--- src/rtl/nibble_descrambler_rx.sv ---
// Purpose: receive side of the 4-bit NOR/XOR nibble scrambler; shifts in 4 scrambled bits + odd parity, decodes, registers.
// Latency: data/valid appear 1 clock after the edge that samples the parity bit.
// Backpressure: none; sen gates each serial bit, sync drops a partial frame, the receiver never stalls the sender.
//
// Ports (8-in/8-out user-module slot):
//   io_in[0] clk, io_in[1] rst_n (async, active-low), io_in[2] sdata (y3 first, parity last),
//   io_in[3] sen, io_in[4] bypass, io_in[5] sync, io_in[7:6] unused.
//   io_out[3:0] data, io_out[4] valid, io_out[5] perr, io_out[6] busy, io_out[7] ftog.
module nibble_descrambler_rx (
  input  logic [7:0] io_in,
  output logic [7:0] io_out
);

  logic clk;
  logic rst_n;
  logic sdata;
  logic sen;
  logic bypass;
  logic sync;
  logic unused_pins;

  assign clk         = io_in[0];
  assign rst_n       = io_in[1];
  assign sdata       = io_in[2];
  assign sen         = io_in[3];
  assign bypass      = io_in[4];
  assign sync        = io_in[5];
  assign unused_pins = ^io_in[7:6];

  logic [2:0] cnt;
  logic [3:0] sr;
  logic [3:0] data;
  logic       valid;
  logic       perr;
  logic       ftog;

  // Inverse scramble. Each recovered bit feeds the next stage, so the
  // evaluation order a1 -> a2 -> a3 -> a0 matters.
  logic a0, a1, a2, a3;
  logic [3:0] plain;

  always_comb begin
    a1    = sr[0] ^ ~(sr[3] | sr[2]);
    a2    = sr[1] ^ ~(a1 | sr[3]);
    a3    = sr[2] ^ ~(a2 | a1);
    a0    = sr[3] ^ ~(a3 | a2);
    plain = {a3, a2, a1, a0};
  end

  // On the commit edge sdata carries the parity bit; a good frame has odd
  // weight over y3..y0 and p together.
  logic parity_bad;
  assign parity_bad = ~(^sr ^ sdata);

  always_ff @(posedge clk or negedge rst_n) begin
    if (!rst_n) begin
      cnt   <= 3'd0;
      sr    <= 4'd0;
      data  <= 4'd0;
      valid <= 1'b0;
      perr  <= 1'b0;
      ftog  <= 1'b0;
    end else begin
      valid <= 1'b0;
      if (sync) begin
        // Drops any partial frame; wins over sen so no commit happens here.
        cnt <= 3'd0;
      end else if (sen) begin
        if (cnt != 3'd4) begin
          sr  <= {sr[2:0], sdata};
          cnt <= cnt + 3'd1;
        end else begin
          cnt   <= 3'd0;
          data  <= bypass ? sr : plain;
          perr  <= parity_bad;
          valid <= 1'b1;
          ftog  <= ~ftog;
        end
      end
    end
  end

  assign io_out = {ftog, (cnt != 3'd0), perr, valid, data};

endmodule

--- config.mk ---
export PLATFORM = sky130hd
export DESIGN_NAME = nibble_descrambler_rx
export DESIGN_NICKNAME = d
export VERILOG_FILES = /design/src/rtl/nibble_descrambler_rx.sv
export SDC_FILE = /design/constraint.sdc
export NUM_CORES = 1
export LEC_CHECK = 0
export CORE_ASPECT_RATIO = 0.9
export CORE_MARGIN = 1.5
export CORE_UTILIZATION = 50
export CTS_BUF_LIST = sky130_fd_sc_hd__clkbuf_8
export DETAILED_ROUTE_END_ITERATION = 7
export GPL_ROUTABILITY_DRIVEN = 0
export GPL_TIMING_DRIVEN = 0
export PLACE_DENSITY = 0.74
export SLEW_MARGIN = 20
export SYNTH_ARGS = -nofsm -noshare
export SYNTH_HDL_FRONTEND = slang
export SYNTH_SLANG_ARGS = --single-unit
--- constraint.sdc ---
create_clock -name io_in -period 3 [get_ports io_in]
set_input_delay 0.6 -clock io_in [delete_from_list [all_inputs] [get_ports io_in]]
set_output_delay 0.6 -clock io_in [all_outputs]
set_load 0.02 [all_outputs]
### Word level (Yosys, flattened, before mapping)

Index checks and enable logic that the tools add are counted.
W data, S select, Z words.

* flip-flop bits (word level): 14
* bits of input ports: 8
* output and inout port bits: 8
* word-level logic and storage cells: 37

* add/subtract/negate cells: 1
* eq/ne operators: 1
* muxes and demuxes: 7
* bitwise gates (word level): 17
* reductions and logical operators: 5

Operator list (number)
* $mux W3: 3
* $not A1 Y1: 8
* $reduce_and A3 Y1: 2
* $xor A1 B1 Y1: 5
* $mux W4: 1
* $or A1 B1 Y1: 4
* $reduce_xor A4 Y1: 1
* $add A3 B1 Y3 const B: 1
* $mux W1: 3
* $ne A3 B3 Y1 const B: 1
* $reduce_bool A3 Y1: 1
* $reduce_bool A2 Y1: 1

### Depth between registers and ports, before layout

Gate-level depths: netlist of the first run.

* depth after elaboration: 13
* depth in mapped cells: 7

### Worst setup path after synthesis of the first run

OpenSTA, ideal clock, no wires.

* path kind: register to register
* from: reg sr[3]
* to: reg data[2]
* setup time: 0.092 ns
* arrival time: 1.493 ns
* setup slack: 1.415 ns
* stages on the path, launching flop included: 8
* period minus slack after synthesis: 1.585 ns
* cell sequence: dfrtp_1 clkbuf_1 inv_1 ha_1 xnor2_2 nand2_1 xor2_1 o31ai_2

* word-level cells in the longest chain between the ends: 7

Ends and longest elaborated chain
* start, declared: RTL line 31 `logic [3:0] sr;`
* start signal, assigned: RTL line 70 `sr <= {sr[2:0], sdata};`
* $or A1 B1 Y1: RTL line 43 `a1 = sr[0] ^ ~(sr[3] | sr[2]);`
* $not A1 Y1: RTL line 43
* $xor A1 B1 Y1: RTL line 43
* $or A1 B1 Y1 *: RTL line 44 `a2 = sr[1] ^ ~(a1 | sr[3]);`
* $not A1 Y1 *: RTL line 44
* $xor A1 B1 Y1 *: RTL line 44
* $mux W4 *: RTL line 74 `data <= bypass ? sr : plain;`
* end signal, assigned: RTL line 74
* end, declared: RTL line 32 `logic [3:0] data;`

Mark *: on every way between the ends. The rest lies on a longest branch, timed or not.
A chain may end at the register's enable or synchronous reset.

==> results of run 1 <==
-- cell type report --
cell class | count | area share (%)
Buffer | 8 | 3.32
Clock buffer | 31 | 30.6
Clock inverter | 9 | 5.39
Inverter | 5 | 1.35
Multi-Input combinational cell | 58 | 27.0
Sequential cell | 14 | 25.2
Tap cell | 15 | 1.35
Timing Repair Buffer | 8 | 5.75
-- metrics by stage --
stage / hold slack [ns] / util, % / worst slack, ns / cells
2_1_floorplan: -0.296 / - / 0.692 / 86
3_3_place_gp: -0.296 / 61.1 / 0.692 / 109
3_5_place_dp: -0.296 / 61.1 / 0.692 / 109
4_1_cts: -0.315 / 95.1 / 0.182 / 148
5_1_grt: -0.317 / 95.1 / 0.122 / 148
6_report: -0.323 / 95.1 / 0.187 / 148
-- power groups by stage --
| stage | sequential (mW) | combinational, mW | clock (mW) |
|---|---|---|---|
| final | 0.209 | 0.000000126 | 2.01 |
| after global routing | 0.208 | 0.000000126 | 2.12 |
| after CTS | 0.209 | 0.000000126 | 2.00 |
| after detailed placement | 0.215 | 0.000000126 | 0.360 |
| after global placement | 0.215 | 0.000000126 | 0.360 |
| after floorplan | 0.215 | 0.0000000986 | 0.360 |
-- state kept, by name, indices dropped and copies added (netlist names) --
signal	flops
valid	1
data	4
cnt	3
perr	1
sr	4
ftog	1
-- per-layer routing --
metal  vias to the layer above  share of wire, %  global-route usage [%]
li1                        367                 -                       -
met1                       434                32                    24.8
met2                       115                45                    49.3
met3                        39                16                    51.5
met4                         0               7.8                    58.8
met5                         -                 0                    6.67
-- critical path, cell delays in order --
cell      delay (ns)
clkbuf_8        0.12
clkbuf_8        0.13
nand4b_1        0.18
clkbuf_8        0.17
clkbuf_8        0.14
buf_2           0.14
clkbuf_8        0.14
clkbuf_8        0.14
a21oi_1         0.18
o31ai_2         0.10
-- cells in the mapped netlist --
cell type / n
nand2_1: 12
buf_4: 3
mux2_2: 2
mux2i_1: 1
xnor2_1: 4
xnor2_2: 1
or3_1: 1
nor4_1: 1
buf_2: 3
nor2_1: 7
clkbuf_2: 1
clkbuf_1: 1
nand2b_1: 1
o21ai_0: 6
dfrtp_1: 14
nand3b_1: 1
a21o_2: 1
nand4b_1: 2
o31ai_2: 2
nor3_1: 1
nand3_1: 1
a21oi_1: 7
xor2_1: 2
a31oi_1: 1
inv_1: 6
a21o_1: 1
ha_1: 3
-- logic make-up (layout without fill, tap and decap cells) --
family                   after synthesis  after routing  synth area share [%]
AND/OR/NAND/NOR                       27             27                  15.7
AO/OA/AOI/OAI                         18             18                  14.2
flip-flops                            14             14                  44.0
buffers and inverters                 14             61                  8.65
XOR/XNOR                               7              7                  8.65
adder cells (fa/ha/maj)                3              3                  4.72
multiplexers                           3              3                  4.09
-- final timing paths --
kind / start / endpoint / slack [ns] / depth (start not counted)
worst min register to register: ftog / ftog / 0.49 / 1
worst max register to register: sr[3] / data[2] / 0.96 / 7
max in group asynchronous: io_in[1] / cnt[2] / 3.21 / 2
worst min-delay path: io_in[1] / ftog / -0.32 / 2
worst max-delay path: io_in[5] / data[2] / 0.19 / 10
min in group io_in: io_in[5] / cnt[2] / 0.05 / 3
==> results.yml, run 1 <==
status:
  outcome: "finished, violations left"
  violations: "DRC, hold timing"
layout:
  area.growth.synth_to_final_pct: 75.0
  drive_above_1_share_pct: 35.3
  layout_common_cells: "clkbuf_8 (31), dfrtp_1 (14), nand2_1 (12)"
  final_common_cell: "clkbuf_8"
  fillCellCount: 37
  nNetsFinal: 137
  diodes: 0
  multiInputGateArea_um2: 377
  final_area_um2: 1390
  seqCellArea_um2: 350
floorplanning:
  dieArea_um2: 1840
  row_count: 13
  start_util_pct: 54.4
  io_pins: 16
  coreArea_um2: 1460
  die_w_um: 45.1
  die_h_um: 40.8
sta:
  maxSlewViolCount: 0
  finalSetupViolations: 0
  slew_headroom_pct: 68.7
  tns_ns: 0
  worst_pin_slew_ns: 0.467
  skew_ns: 0.00668
  fin_hold_ws_ns: -0.323
  hold_violations: 14
  rsz0062_at_grt: "false"
power_and_ir_drop:
  p_leak_nw: 0.675
  switching_share_pct: 36.1
  internal-power_mw: 1.42
  switchingPower_mw: 0.801
  comb_power_share_pct: 0
  clock_power_share_pct: 90.6
  p_total_mw: 2.22
  power.density_nw_per_um2: 1590
  max-vdd-ir-drop_mv: 1.10
  seqPwrFrac_pct: 9.4
clock_network:
  path_clk_slew_ns: 0.07
  cts_hold_buffers: 0
  ctsResizeCount: 0
  cts_tree: "done"
  post_cts_buffers: 0
  clk_latency_ns: 0.26
worst_setup_path:
  required_ns: 3.14
  cp-start-kind: "clock port"
  crit_fanout: 5
  arrival_ns: 2.95
  endpoint_kind: "register"
  path_class: "clock port to register"
synthesis:
  netlist_top_cells_area: "dfrtp_1 (44%), nand2_1 (5.7%), ha_1 (4.7%), a21oi_1 (4.4%), xnor2_1 (4.4%)"
  yosysTopAreaCell: "dfrtp_1"
  synth_top_area_share_pct: 44.0
  ys_seq_area_share_pct: 44.0
  yosys.cell_types.count: 27
  synth_area_um2: 796
  synthCells: 86
  synth_warnings: 0
  synth_fp_nets: 97
  ys_seq_elements: 14
  syn_avg_cell_area_um2: 9.25
routing:
  vias: 955
  detail-route-antenna-nets: 0
  drtIter0Drc: 125
  via_per_inst: 6.45
  drc: 1
  routed_wl_mm: 3.30
  wire_per_inst_um: 22.3
  drt_pass1_iterations: 8
global_route:
  antenna_found_initial: 0
  overflow: 0
  grt_usage_pct: 41.0
  grt_pass1_wl_mm: 4.93
  grt_start_max_net_pins: 11
  first_global_vias: 1288
hold_path:
  hp-class: "clock port to async pin"
placed_design:
  dp_hpwl_um: 993
  place_area_um2: 895
  io_buffer_count: 8
job:
  cap_viol_max_count: 0
(Power assumes the default switching activity.)
==> run 2: changes to the inputs <==
--- a/config.mk
+++ b/config.mk
@@ -9,3 +9,3 @@
 export CORE_MARGIN = 1.5
-export CORE_UTILIZATION = 50
+export CORE_UTILIZATION = 51
 export CTS_BUF_LIST = sky130_fd_sc_hd__clkbuf_8
@@ -14,3 +14,3 @@
 export GPL_TIMING_DRIVEN = 0
-export PLACE_DENSITY = 0.74
+export PLACE_DENSITY = 0.75
 export SLEW_MARGIN = 20
==> constraint.sdc (replaced) <==
create_clock -name io_in -period 3 [get_ports io_in]
set_input_delay 0.45 -clock io_in [delete_from_list [all_inputs] [get_ports io_in]]
set_output_delay 0.45 -clock io_in [all_outputs]
set_load 0.1 [all_outputs]
==> run 2 against run 1 <==
The run still ends with DRC, hold timing left. Clock skew down 0.0024 ns. Critical path depth unchanged. Clock power up 4%. Cell area up 1.3%. Wire length up 10%. Register-to-register slack worse by 0.06 ns. Power up 4.0%. Via count up 5.0%. Worst setup slack better by 0.0095 ns. First-iteration DRC count up 23%.
==> results.yml, run 2 (same netlist as run 1, synthesis figures left out) <==
worst_setup_path:
  cp_num_buf_inv: 7
  critPathMostFrequentCell: "clkbuf_8"
  reg2regPathDepth: 7
  crit_path_cell_trace: "clkbuf_8 > clkbuf_8 > nand4b_1 > clkbuf_8 > clkbuf_8 > buf_2 > clkbuf_8 > clkbuf_8 > a21oi_1 > o31ai_2"
  crit_fanout: 5
  r2r-end: "data[0]"
  worstReg2RegStart: "sr[3]"
  arrival_ns: 2.94
  crit_path_top_delay_cell: "nand4b_1"
  max_stage_delay_ns: 0.19
  endpoint_kind: "register"
  path_class: "clock port to register"
  rrSetupSlack_ns: 0.90
  required_ns: 3.13
  cp-start-kind: "clock port"
  critPathTopFamily: "buffers and inverters"
power_and_ir_drop:
  clock_power_share_pct: 91.0
  seqPwrFrac_pct: 9.0
  max-vdd-ir-drop_mv: 1.28
  switchingPower_mw: 0.838
  switching_share_pct: 36.3
  comb_power_share_pct: 0
  power.density_nw_per_um2: 1640
  p_total_mw: 2.31
  internal-power_mw: 1.47
  p_leak_nw: 0.683
hold_path:
  hp-class: "clock port to async pin"
layout:
  final_area_um2: 1410
  final_common_cell: "clkbuf_8"
  diodes: 0
  nNetsFinal: 137
  post-route-util_pct: 97.5
  layout_common_cells: "clkbuf_8 (33), dfrtp_1 (14), nand2_1 (12)"
  finalNonFillerCells: 148
  drive_above_1_share_pct: 36.8
  reg.largest.list: "data: 4 flops, sr: 4 flops, cnt: 3 flops"
  area.growth.synth_to_final_pct: 77.4
clock_network:
  post_cts_buffers: 0
  ctsResizeCount: 0
  path_clk_slew_ns: 0.07
  cts_hold_buffers: 0
  cts_tree: "done"
  clk_latency_ns: 0.25
routing:
  detail-route-antenna-nets: 0
  vias: 1003
  wire_per_inst_um: 24.6
  drc: 13
  via_per_inst: 6.78
  drtIter0Drc: 154
  routed_wl_mm: 3.64
  drt_pass1_iterations: 8
global_route:
  grt_pass1_wl_mm: 5.06
  grt_util_met3_pct: 52.7
  grt_usage_pct: 43.5
  met1_usage_pct: 27.6
  grt_start_max_net_pins: 11
  antenna_found_initial: 0
  use_met2_pct: 48.6
  overflow: 0
  top_usage_layer: "met4"
  first_global_vias: 1314
floorplanning:
  row_count: 13
  coreArea_um2: 1450
  io_pins: 16
  dieArea_um2: 1810
  die_w_um: 44.6
  start_util_pct: 55.0
  die_h_um: 40.5
sta:
  fin_hold_ws_ns: -0.322
  maxSlewViolCount: 0
  rsz0062_at_grt: "false"
  worst_slack_ns: 0.197
  skew_ns: 0.00429
  slew_headroom_pct: 33.8
  tns_ns: 0
  hold_violations: 14
  finalSetupViolations: 0
  worst_pin_slew_ns: 0.990
placed_design:
  io_buffer_count: 8
  dp_worst_setup_slack_ns: 0.689
  place_area_um2: 895
  dp_hpwl_um: 988
  dp_cells: 109
status:
  violations: "DRC, hold timing"
  outcome: "finished, violations left"
job:
  cap_viol_max_count: 0
## run 2: cell count changes in the layout (fill, tap and decap cells not counted), sizes merged
cell | before | now
clkinvlp | 1 | 0
inv | 10 | 9
clkbuf | 33 | 35
## run 2: final cells by class
type	instances	area (µm²)
well taps	15	18.8
repair buffers	8	80.1
plain buffers	8	46.3
clock buffers	33	454
inverters	5	18.8
fillers	21	36.3
multi-input cells	58	377
flip-flops and latches	14	350
clock inverters	7	66.3
## run 2: power groups by stage
| stage | combinational, mW | clock, mW | sequential (mW) |
|---|---|---|---|
| after global routing | 0.000000126 | 2.19 | 0.208 |
| after CTS | 0.000000126 | 2.06 | 0.208 |
| after global placement | 0.000000126 | 0.360 | 0.215 |
| final | 0.000000126 | 2.10 | 0.208 |
| after floorplan | 0.0000000986 | 0.360 | 0.215 |
| after detailed placement | 0.000000126 | 0.360 | 0.215 |
## run 2: how the worst max path moves through the flow
stage                      endpoint      from  slack (ns)  cells past startpoint
after floorplan             data[2]  io_in[5]        0.69                      4
after global placement      data[2]  io_in[5]        0.69                      4
after detailed placement  io_out[6]    cnt[0]        0.69                      4
after CTS                   data[2]  io_in[5]        0.20                     10
after global routing        data[2]  io_in[5]        0.08                     10
final                       data[2]  io_in[5]        0.20                     10
## run 2: metal layers
layer  routed length, µm  part of all wire (%)
met1                1260                    35
met2                1490                    41
met3                 584                    16
met4                 302                   8.3
met5                   0                     0
